==> config.mk <==
export PLATFORM = sky130hd
export DESIGN_NAME = fp_sub_seq
export DESIGN_NICKNAME = d
export VERILOG_FILES = /design/src/rtl/fp_pkg.sv /design/src/rtl/fp_norm_step.sv /design/src/rtl/fp_sub_seq.sv
export SDC_FILE = /design/constraint.sdc
export NUM_CORES = 1
export LEC_CHECK = 0
export CAP_MARGIN = 10
export CORE_ASPECT_RATIO = 1.75
export CORE_MARGIN = 10
export CORE_UTILIZATION = 25
export DETAILED_ROUTE_END_ITERATION = 8
export HOLD_SLACK_MARGIN = 0.06
export PLACE_DENSITY_LB_ADDON = 0.25
export SYNTH_ARGS = -nofsm -noshare
export SYNTH_HDL_FRONTEND = slang
export SYNTH_HIERARCHICAL = 1
export SYNTH_SLANG_ARGS = --single-unit
==> constraint.sdc <==
create_clock -name clk -period 3.5 [get_ports clk]
set_clock_uncertainty 0.15 [all_clocks]
set_input_delay 0.35 -clock clk [delete_from_list [all_inputs] [get_ports clk]]
set_output_delay 0.35 -clock clk [all_outputs]
set_load 0.03 [all_outputs]
==> src/rtl/fp_pkg.sv <==
// Shared floating-point definitions for the sequential FPU blocks.
//   fp32_t       : IEEE-754 single-precision field view
//   FP_QNAN      : canonical quiet NaN returned for invalid operations
//   EXP_MAX      : all-ones exponent (inf / NaN)
//   state_t      : control states of the sequential subtractor
//   pack_result  : encodes sign / exponent / normalised 25-bit mantissa
package fp_pkg;

  typedef struct packed {
    logic        sign;
    logic [7:0]  exp;
    logic [22:0] frac;
  } fp32_t;

  localparam logic [31:0] FP_QNAN = 32'h7FC00000;
  localparam logic [7:0]  EXP_MAX = 8'hFF;

  typedef enum logic [2:0] {
    IDLE  = 3'd0,
    ALIGN = 3'd1,
    ARITH = 3'd2,
    NORM  = 3'd3,
    DONE  = 3'd4
  } state_t;

  // Final encoding of a normalised mantissa. A zero mantissa is always +0,
  // an all-ones exponent collapses to infinity, and exp==1 without the
  // hidden bit is a denormal (encoded exponent 0).
  function automatic logic [31:0] pack_result(input logic        sign,
                                              input logic [7:0]  exp,
                                              input logic [24:0] m);
    logic [31:0] r;
    if (m == 25'd0)
      r = 32'h0;
    else if (exp == EXP_MAX)
      r = {sign, EXP_MAX, 23'h0};
    else if (exp == 8'd1 && !m[23])
      r = {sign, 8'h00, m[22:0]};
    else
      r = {sign, exp, m[22:0]};
    return r;
  endfunction

endpackage

==> src/rtl/fp_norm_step.sv <==
// Single-step mantissa normaliser, purely combinational.
//   m        : 25-bit working mantissa (bit 24 = carry, bit 23 = hidden bit)
//   exp      : current exponent
//   m_next   : mantissa after one step
//   exp_next : exponent after one step
//   done     : no further step is needed; m/exp are passed through unchanged
// A carry is absorbed with one right shift; otherwise one left shift per call
// until the hidden bit is set, the mantissa is zero, or exp bottoms out at 1.
module fp_norm_step (
  input  logic [24:0] m,
  input  logic [7:0]  exp,
  output logic [24:0] m_next,
  output logic [7:0]  exp_next,
  output logic        done
);

  always_comb begin
    m_next   = m;
    exp_next = exp;
    done     = 1'b0;
    if (m[24]) begin
      m_next   = m >> 1;
      exp_next = exp + 8'd1;
    end else if (!m[23] && (m != 25'd0) && (exp > 8'd1)) begin
      m_next   = m << 1;
      exp_next = exp - 8'd1;
    end else begin
      done = 1'b1;
    end
  end

endmodule

==> src/rtl/fp_sub_seq.sv <==
// Multi-cycle IEEE-754 single-precision subtractor: out = a - b.
// Alignment and normalisation move one bit per cycle, so there is no barrel
// shifter. Shifted-out bits are truncated.
//   clk, rst_n          : clock (rising edge), asynchronous active-low reset
//   in_valid / in_ready : operand handshake, in_ready high only in IDLE
//   a, b                : minuend / subtrahend
//   out_valid/out_ready : result handshake, out held until accepted
//   out                 : a - b
// Handshake: a transfer happens on a rising edge where valid && ready are
// both high; valid, once raised by the producer, holds with its data until
// that edge.
module fp_sub_seq
  import fp_pkg::*;
#(
  parameter int unsigned MAX_ALIGN = 26
) (
  input  logic        clk,
  input  logic        rst_n,
  input  logic        in_valid,
  output logic        in_ready,
  input  logic [31:0] a,
  input  logic [31:0] b,
  output logic        out_valid,
  input  logic        out_ready,
  output logic [31:0] out
);

  localparam int CNT_W = $clog2(MAX_ALIGN + 1);

  state_t state, state_next;

  fp32_t fa, fb;
  assign fa = a;
  assign fb = b;

  logic        a_nan, b_nan, a_inf, b_inf, special;
  logic [31:0] special_val;
  logic        accept;

  // Working registers; b is held with its sign already inverted so the
  // datapath is a pure addition of signed magnitudes.
  logic             sign_a, sign_b, sign_r;
  logic [7:0]       exp_a, exp_b;
  logic [23:0]      man_a, man_b;
  logic [24:0]      man_r;
  logic [CNT_W-1:0] shift_cnt;

  logic        exps_equal, a_smaller, cap_hit;
  logic [24:0] norm_m;
  logic [7:0]  norm_exp;
  logic        norm_done;

  assign accept     = in_valid && in_ready;
  assign exps_equal = (exp_a == exp_b);
  assign a_smaller  = (exp_a < exp_b);
  assign cap_hit    = (shift_cnt == CNT_W'(MAX_ALIGN));

  // Special operands bypass the datapath entirely.
  always_comb begin
    a_nan   = (fa.exp == EXP_MAX) && (fa.frac != 23'd0);
    b_nan   = (fb.exp == EXP_MAX) && (fb.frac != 23'd0);
    a_inf   = (fa.exp == EXP_MAX) && (fa.frac == 23'd0);
    b_inf   = (fb.exp == EXP_MAX) && (fb.frac == 23'd0);
    special = a_nan || b_nan || a_inf || b_inf;
    if (a_nan || b_nan)
      special_val = FP_QNAN;
    else if (a_inf && b_inf && (fa.sign == fb.sign))
      special_val = FP_QNAN;
    else if (a_inf)
      special_val = a;
    else
      special_val = {~b[31], b[30:0]};
  end

  fp_norm_step u_norm (
    .m        (man_r),
    .exp      (exp_a),
    .m_next   (norm_m),
    .exp_next (norm_exp),
    .done     (norm_done)
  );

  // State register
  always_ff @(posedge clk or negedge rst_n) begin
    if (!rst_n) state <= IDLE;
    else        state <= state_next;
  end

  // Next-state logic. ALIGN spends one extra cycle recognising that the
  // exponents match (or that the cap was hit), and NORM one extra cycle
  // recognising that the mantissa is normalised.
  always_comb begin
    state_next = state;
    case (state)
      IDLE:    if (accept) state_next = special ? DONE : ALIGN;
      ALIGN:   if (exps_equal || cap_hit) state_next = ARITH;
      ARITH:   state_next = NORM;
      NORM:    if (norm_done) state_next = DONE;
      DONE:    if (out_ready) state_next = IDLE;
      default: state_next = IDLE;
    endcase
  end

  // Output logic
  always_comb begin
    in_ready  = (state == IDLE);
    out_valid = (state == DONE);
  end

  // Datapath
  always_ff @(posedge clk or negedge rst_n) begin
    if (!rst_n) begin
      sign_a    <= 1'b0;
      sign_b    <= 1'b0;
      sign_r    <= 1'b0;
      exp_a     <= 8'd0;
      exp_b     <= 8'd0;
      man_a     <= 24'd0;
      man_b     <= 24'd0;
      man_r     <= 25'd0;
      shift_cnt <= '0;
      out       <= 32'h0;
    end else begin
      case (state)
        IDLE: begin
          if (accept) begin
            if (special) begin
              out <= special_val;
            end else begin
              // Denormals use exponent 1 with a clear hidden bit.
              sign_a    <= fa.sign;
              sign_b    <= ~fb.sign;
              exp_a     <= (fa.exp == 8'd0) ? 8'd1 : fa.exp;
              exp_b     <= (fb.exp == 8'd0) ? 8'd1 : fb.exp;
              man_a     <= {(fa.exp != 8'd0), fa.frac};
              man_b     <= {(fb.exp != 8'd0), fb.frac};
              shift_cnt <= '0;
            end
          end
        end
        ALIGN: begin
          if (!exps_equal) begin
            if (cap_hit) begin
              if (a_smaller) begin
                man_a <= 24'd0;
                exp_a <= exp_b;
              end else begin
                man_b <= 24'd0;
                exp_b <= exp_a;
              end
            end else begin
              if (a_smaller) begin
                man_a <= man_a >> 1;
                exp_a <= exp_a + 8'd1;
              end else begin
                man_b <= man_b >> 1;
                exp_b <= exp_b + 8'd1;
              end
              shift_cnt <= shift_cnt + CNT_W'(1);
            end
          end
        end
        ARITH: begin
          if (sign_a == sign_b) begin
            man_r  <= {1'b0, man_a} + {1'b0, man_b};
            sign_r <= sign_a;
          end else if (man_a >= man_b) begin
            man_r  <= {1'b0, man_a - man_b};
            sign_r <= sign_a;
          end else begin
            man_r  <= {1'b0, man_b - man_a};
            sign_r <= sign_b;
          end
        end
        NORM: begin
          if (norm_done) begin
            out <= pack_result(sign_r, exp_a, man_r);
          end else begin
            man_r <= norm_m;
            exp_a <= norm_exp;
          end
        end
        default: ;
      endcase
    end
  end

endmodule

Word-level counts from Yosys, hierarchy flattened
Index checks and enable logic that the tools add are counted.

Mux-type cells: 63. Eq/ne operators: 26. Add/subtract/negate cells: 7. Bitwise operators: 2. Reduce and logical (&&, ||, !) cells: 40. $lt $le $gt $ge: 3.

Operators with widths (number): $mux 24 (13); $mux 32 (7); $mux 8 (16); $mux 25 (4); $pmux 24 s2 (2); $pmux 32 s2 (1); $mux 31 (2); $pmux 25 s2 (1); $sub 24x24->24 (2); $logic_not 23->1 (2); $reduce_bool 23->1 (2); $add 24x24->25 (1); $logic_not 25->1 (1); $reduce_bool 25->1 (1); $eq 8x8->1 const B (3); $ge 24x24->1 (1); $pmux 8 s3 (1); $mux 5 (4); $reduce_and 5->1 (4); $add 8x1->8 const B (2); $logic_not 8->1 (2); $ne 2x2->1 const B (8); $pmux 8 s2 (1); $reduce_bool 8->1 (2); 29 further kinds (58).

Flip-flop bits (word level): 132. Bits of input ports: 68.

Logic depth before layout (Yosys ltp)
Depth after elaboration: 9. Gate-level depth with buffers: 14. Mapped depth without buffers: 13.

Cells and area by module
Netlist, hierarchy kept.

Modules (own cells, without submodules): fp_sub_seq (instances 1, cells each 1294, area an instance 10503.8 µm²); fp_norm_step (instances 1, cells each 167, area an instance 1189.9 µm²).

Worst setup path before layout
No wires, ideal clock.

Path kind: register to register. From: register man_a[5]. To: register man_r[22]. Arrival: 2.783 ns. Stages on the path, launching flop included: 14. Library setup time: 0.143 ns. Slack: 0.424 ns. Cell sequence: dfrtp_1 -> inv_1 -> ha_1 -> buf_6 -> and2_4 -> a221oi_4 -> a21oi_2 -> o41ai_2 -> o41a_1 -> nor2_1 -> or4_4 -> o211ai_2 -> xor2_1 -> a21oi_1.

Word-level cells in the longest chain between the ends: 4.

RTL lines: start, declared (line fp_sub_seq.sv:44) `logic [23:0] man_a, man_b;`; start signal, assigned (line fp_sub_seq.sv:135) `man_a <= {(fa.exp != 8'd0), fa.frac};`; start signal, assigned (line fp_sub_seq.sv:153) `man_a <= man_a >> 1;`; $sub 24x24->24 (tied with other cells) (line fp_sub_seq.sv:171) `man_r <= {1'b0, man_b - man_a};`; $mux 24 (line fp_sub_seq.sv:167) `end else if (man_a >= man_b) begin`; $mux 25 (*) (line fp_sub_seq.sv:164) `if (sign_a == sign_b) begin`; $pmux 25 s2 (*) (line fp_sub_seq.sv:124) `case (state)`; end signal, assigned (line fp_sub_seq.sv:165) `man_r <= {1'b0, man_a} + {1'b0, man_b};`; end signal, assigned (line fp_sub_seq.sv:168) `man_r <= {1'b0, man_a - man_b};`; end signal, assigned (line fp_sub_seq.sv:171); end, declared (line fp_sub_seq.sv:45) `logic [24:0] man_r;`.

Every way passes the cells marked *; elsewhere a longest branch is shown, timed or not. A chain may end at the register's enable or synchronous reset.

Worst setup path after layout
From: register man_r[2]. To: register man_r[9].

Word-level cells in the longest chain between the ends: 7.

RTL lines: $reduce_bool 25->1 (line fp_norm_step.sv:24) `end else if (!m[23] && (m != 25'd0) && (exp > 8'd1)) begin`; $logic_and 1x1->1 (2 in a row) (line fp_norm_step.sv:24); $mux 1 (line fp_norm_step.sv:24); $mux 1 (line fp_norm_step.sv:21) `if (m[24]) begin`; via norm_done (line fp_sub_seq.sv:51) `logic norm_done;`; $ne 2x2->1 (no line); $reduce_and 3->1 (no line).

The timed path passes the listed nets, and every way through them passes these cells.

==> impl_metrics.json <==
{
  "outcome": "finished clean",
  "rsz0062_at_grt": "yes",
  "synth-xor-area-share": 0.0217,
  "cp_top_family": "simple AND/OR/NAND/NOR gates",
  "drive_above_1_share": 0.161,
  "cts.sinks": 132,
  "syn_area_sq_mm": 0.0117,
  "min_to": "state[2]",
  "seq_area_frac_synth": 0.282,
  "cpPeakStageDelay_ns": 0.65,
  "max_freq_mhz": 293,
  "layout.nets": 1800,
  "ys_ff_latch": 132,
  "hold_path_class": "in2reg",
  "synth.avg_cell_area_sq_um": 8.00,
  "layout_common_cells": "145 x a21oi_1, 144 x buf_4, 141 x nor2_1",
  "cts_tree": "yes",
  "yosys_warnings": 6,
  "path_max_fanout": 15,
  "cp.required_ns": 3.69,
  "r2r_setup_slack_ns": 0.09,
  "wire_per_inst_microns": 21.9,
  "fp.dieW_microns": 183,
  "synthFlopType": "dfrtp_1",
  "clkTransAtPathRegs_ns": 0.07,
  "drtIter0Drc": 1130,
  "rows": 104,
  "start_util": 0.253,
  "antenna_found_initial": 0,
  "synthCells": 1461,
  "slowest_stage": "nor4_1",
  "critPathArrivalTime_ns": 3.59,
  "avgViaCountPerCell": 5.50,
  "path_cells": "nor4_1 > nand4_1 > o22ai_1 > buf_4 > a21o_1 > nor2_1 > a22oi_1 > nand2_1",
  "numPortBuffers": 101,
  "grt_overflow": 0,
  "muxShareOfSynthArea": 0.00984,
  "place_hpwl_mm": 38.8,
  "areaGrowthSynthToFinish_pct": 28.7,
  "root_buffer": "clkbuf_16",
  "track_usage": 0.170,
  "dieArea_sq_mm": 0.0562,
  "critPathKind": "reg2reg",
  "insertion_delay_ns": 0.46,
  "grt_pass1_wl_mm": 74.7,
  "core_area_sq_mm": 0.0462,
  "critPathBufInv": 1,
  "die_y_microns": 306,
  "drv_cap": 0,
  "cts_buffers": 17,
  "grt_start_max_net_pins": 70,
  "slew_headroom": 0.333,
  "tightest_slew_ns": 1.00,
  "synth_compound_area_frac": 0.316,
  "antenna_cells": 0,
  "gp_congestion": 0.906,
  "fin_tns_setup_ns": 0,
  "antenna_left": 0,
  "drtPass1Iterations": 7,
  "synthAdderAreaFrac": 0.103,
  "period_share": 0.974,
  "clockBufferDepth": 2,
  "htree_levels": 4,
  "synth-edff-count": 0,
  "period_minus_slack_ns": 3.41,
  "synth_fp_nets": 1623,
  "end_kind": "register",
  "wirelength_mm": 48.9,
  "setup_viol": 0,
  "synth_simple_gate_area_share": 0.197,
  "holdPathStages": 3,
  "slew_violations": 0,
  "reg2reg_depth": 8,
  "whs_ns": 0.330,
  "ys_async_sr_fraction": 1.00,
  "netlist-cell-type-count": 93,
  "io_pins": 102,
  "vias": 12288,
  "hp-start": "out_ready",
  "worst_setup_path_start_kind": "register",
  "synth_top_family_by_area": "compound AO/OA/AOI/OAI gates",
  "timing.rr.end": "man_r[9]",
  "final_common_cell": "a21oi_1",
  "grt_pass1_vias": 12541,
  "final-hold-violation-count": 0,
  "drcViolationCount": 0,
  "r2r-start": "man_r[2]"
}
[tightest hold or removal path, stage by stage]
cell and delay (ns):
clkdlybuf4s50_1 0.40, inv_1 0.06, a21o_1 0.10
[repair_timing]
item | CTS | global route
cloned | 0 | 0
hold buffers | 1 | 0
hold endpoints to repair | 68 | 0
setup buffers | 0 | 5
setup endpoints to repair | 4 | 21
resized for setup | 4 | 47
pin swaps | 0 | 25
[cell families (layout without fill, tap and decap cells)]
group | after synthesis | in the layout
compound gates | 544 | 544
simple gates | 461 | 461
mux | 11 | 11
other cells | 1 | 1
flops | 132 | 132
fa+ha+maj | 94 | 94
xor+xnor | 29 | 29
buf+inv | 189 | 378
[cell usage after synthesis, drive strengths merged, types with 17 or more instances]
library cell  number  area, sq um
a211oi            17          140
a21o              29          218
a21oi            153          773
a221oi            29          272
a22o              40          350
a22oi             30          225
a31oi             32          215
buf               36          241
clkbuf            60          226
dfrtp            132         3300
ha                91         1140
inv               93          349
nand2            105          402
nand3             26          135
nand4             26          163
nor2             144          548
nor2b             28          175
nor3              33          165
nor4              35          246
o211ai            22          180
o21ai             87          439
o22ai             17          106
xnor2             19          166
[metrics by stage]
step | util | instance area [sq um] | cells | setup WS (ns)
2_1_floorplan | - | 11700 | 1461 | 0.424
3_3_place_gp | 0.307 | 14200 | 2197 | -0.0888
3_5_place_dp | 0.307 | 14200 | 2197 | -0.0721
4_1_cts | 0.320 | 14800 | 2229 | 0.0377
5_1_grt | 0.326 | 15000 | 2233 | -0.0332
6_report | 0.326 | 15000 | 2233 | 0.0917
[metal layers]
layer,GRT usage,wire length (microns)
met1,0.179,18400
met2,0.323,26500
met3,0.0201,1810
met4,0.0836,2220
met5,0,0
[worst max path at each step]
stage               depth (start not counted)      from   endpoint
floorplan                                  13  man_a[5]  man_r[22]
global placement                           14  man_a[0]  man_r[18]
detailed placement                         14  man_a[0]  man_r[18]
CTS                                        14  man_b[0]  man_r[10]
global route                               15  man_a[0]  man_r[10]
finish                                      8  man_r[2]   man_r[9]
[sequential cells by signal, indices dropped and copies added, names as in the netlist]
name       flops
sign_a         1
man_b         24
shift_cnt      5
man_a         24
exp_b          8
exp_a          8
man_r         25
state          3
sign_b         1
out           32
sign_r         1
[area by class of cell]
class / count / area (sq um)
Clock buffer: 17 / 425
Clock inverter: 14 / 168
Fill cell: 4889 / 31100
Inverter: 93 / 349
Multi-Input combinational cell: 1140 / 7840
Sequential cell: 132 / 3310
Tap cell: 583 / 729
Timing Repair Buffer: 254 / 2230
Power is left out: the tool's default activity adds up to more than one toggle a clock period on the data nets, which glitch-free logic cannot reach.
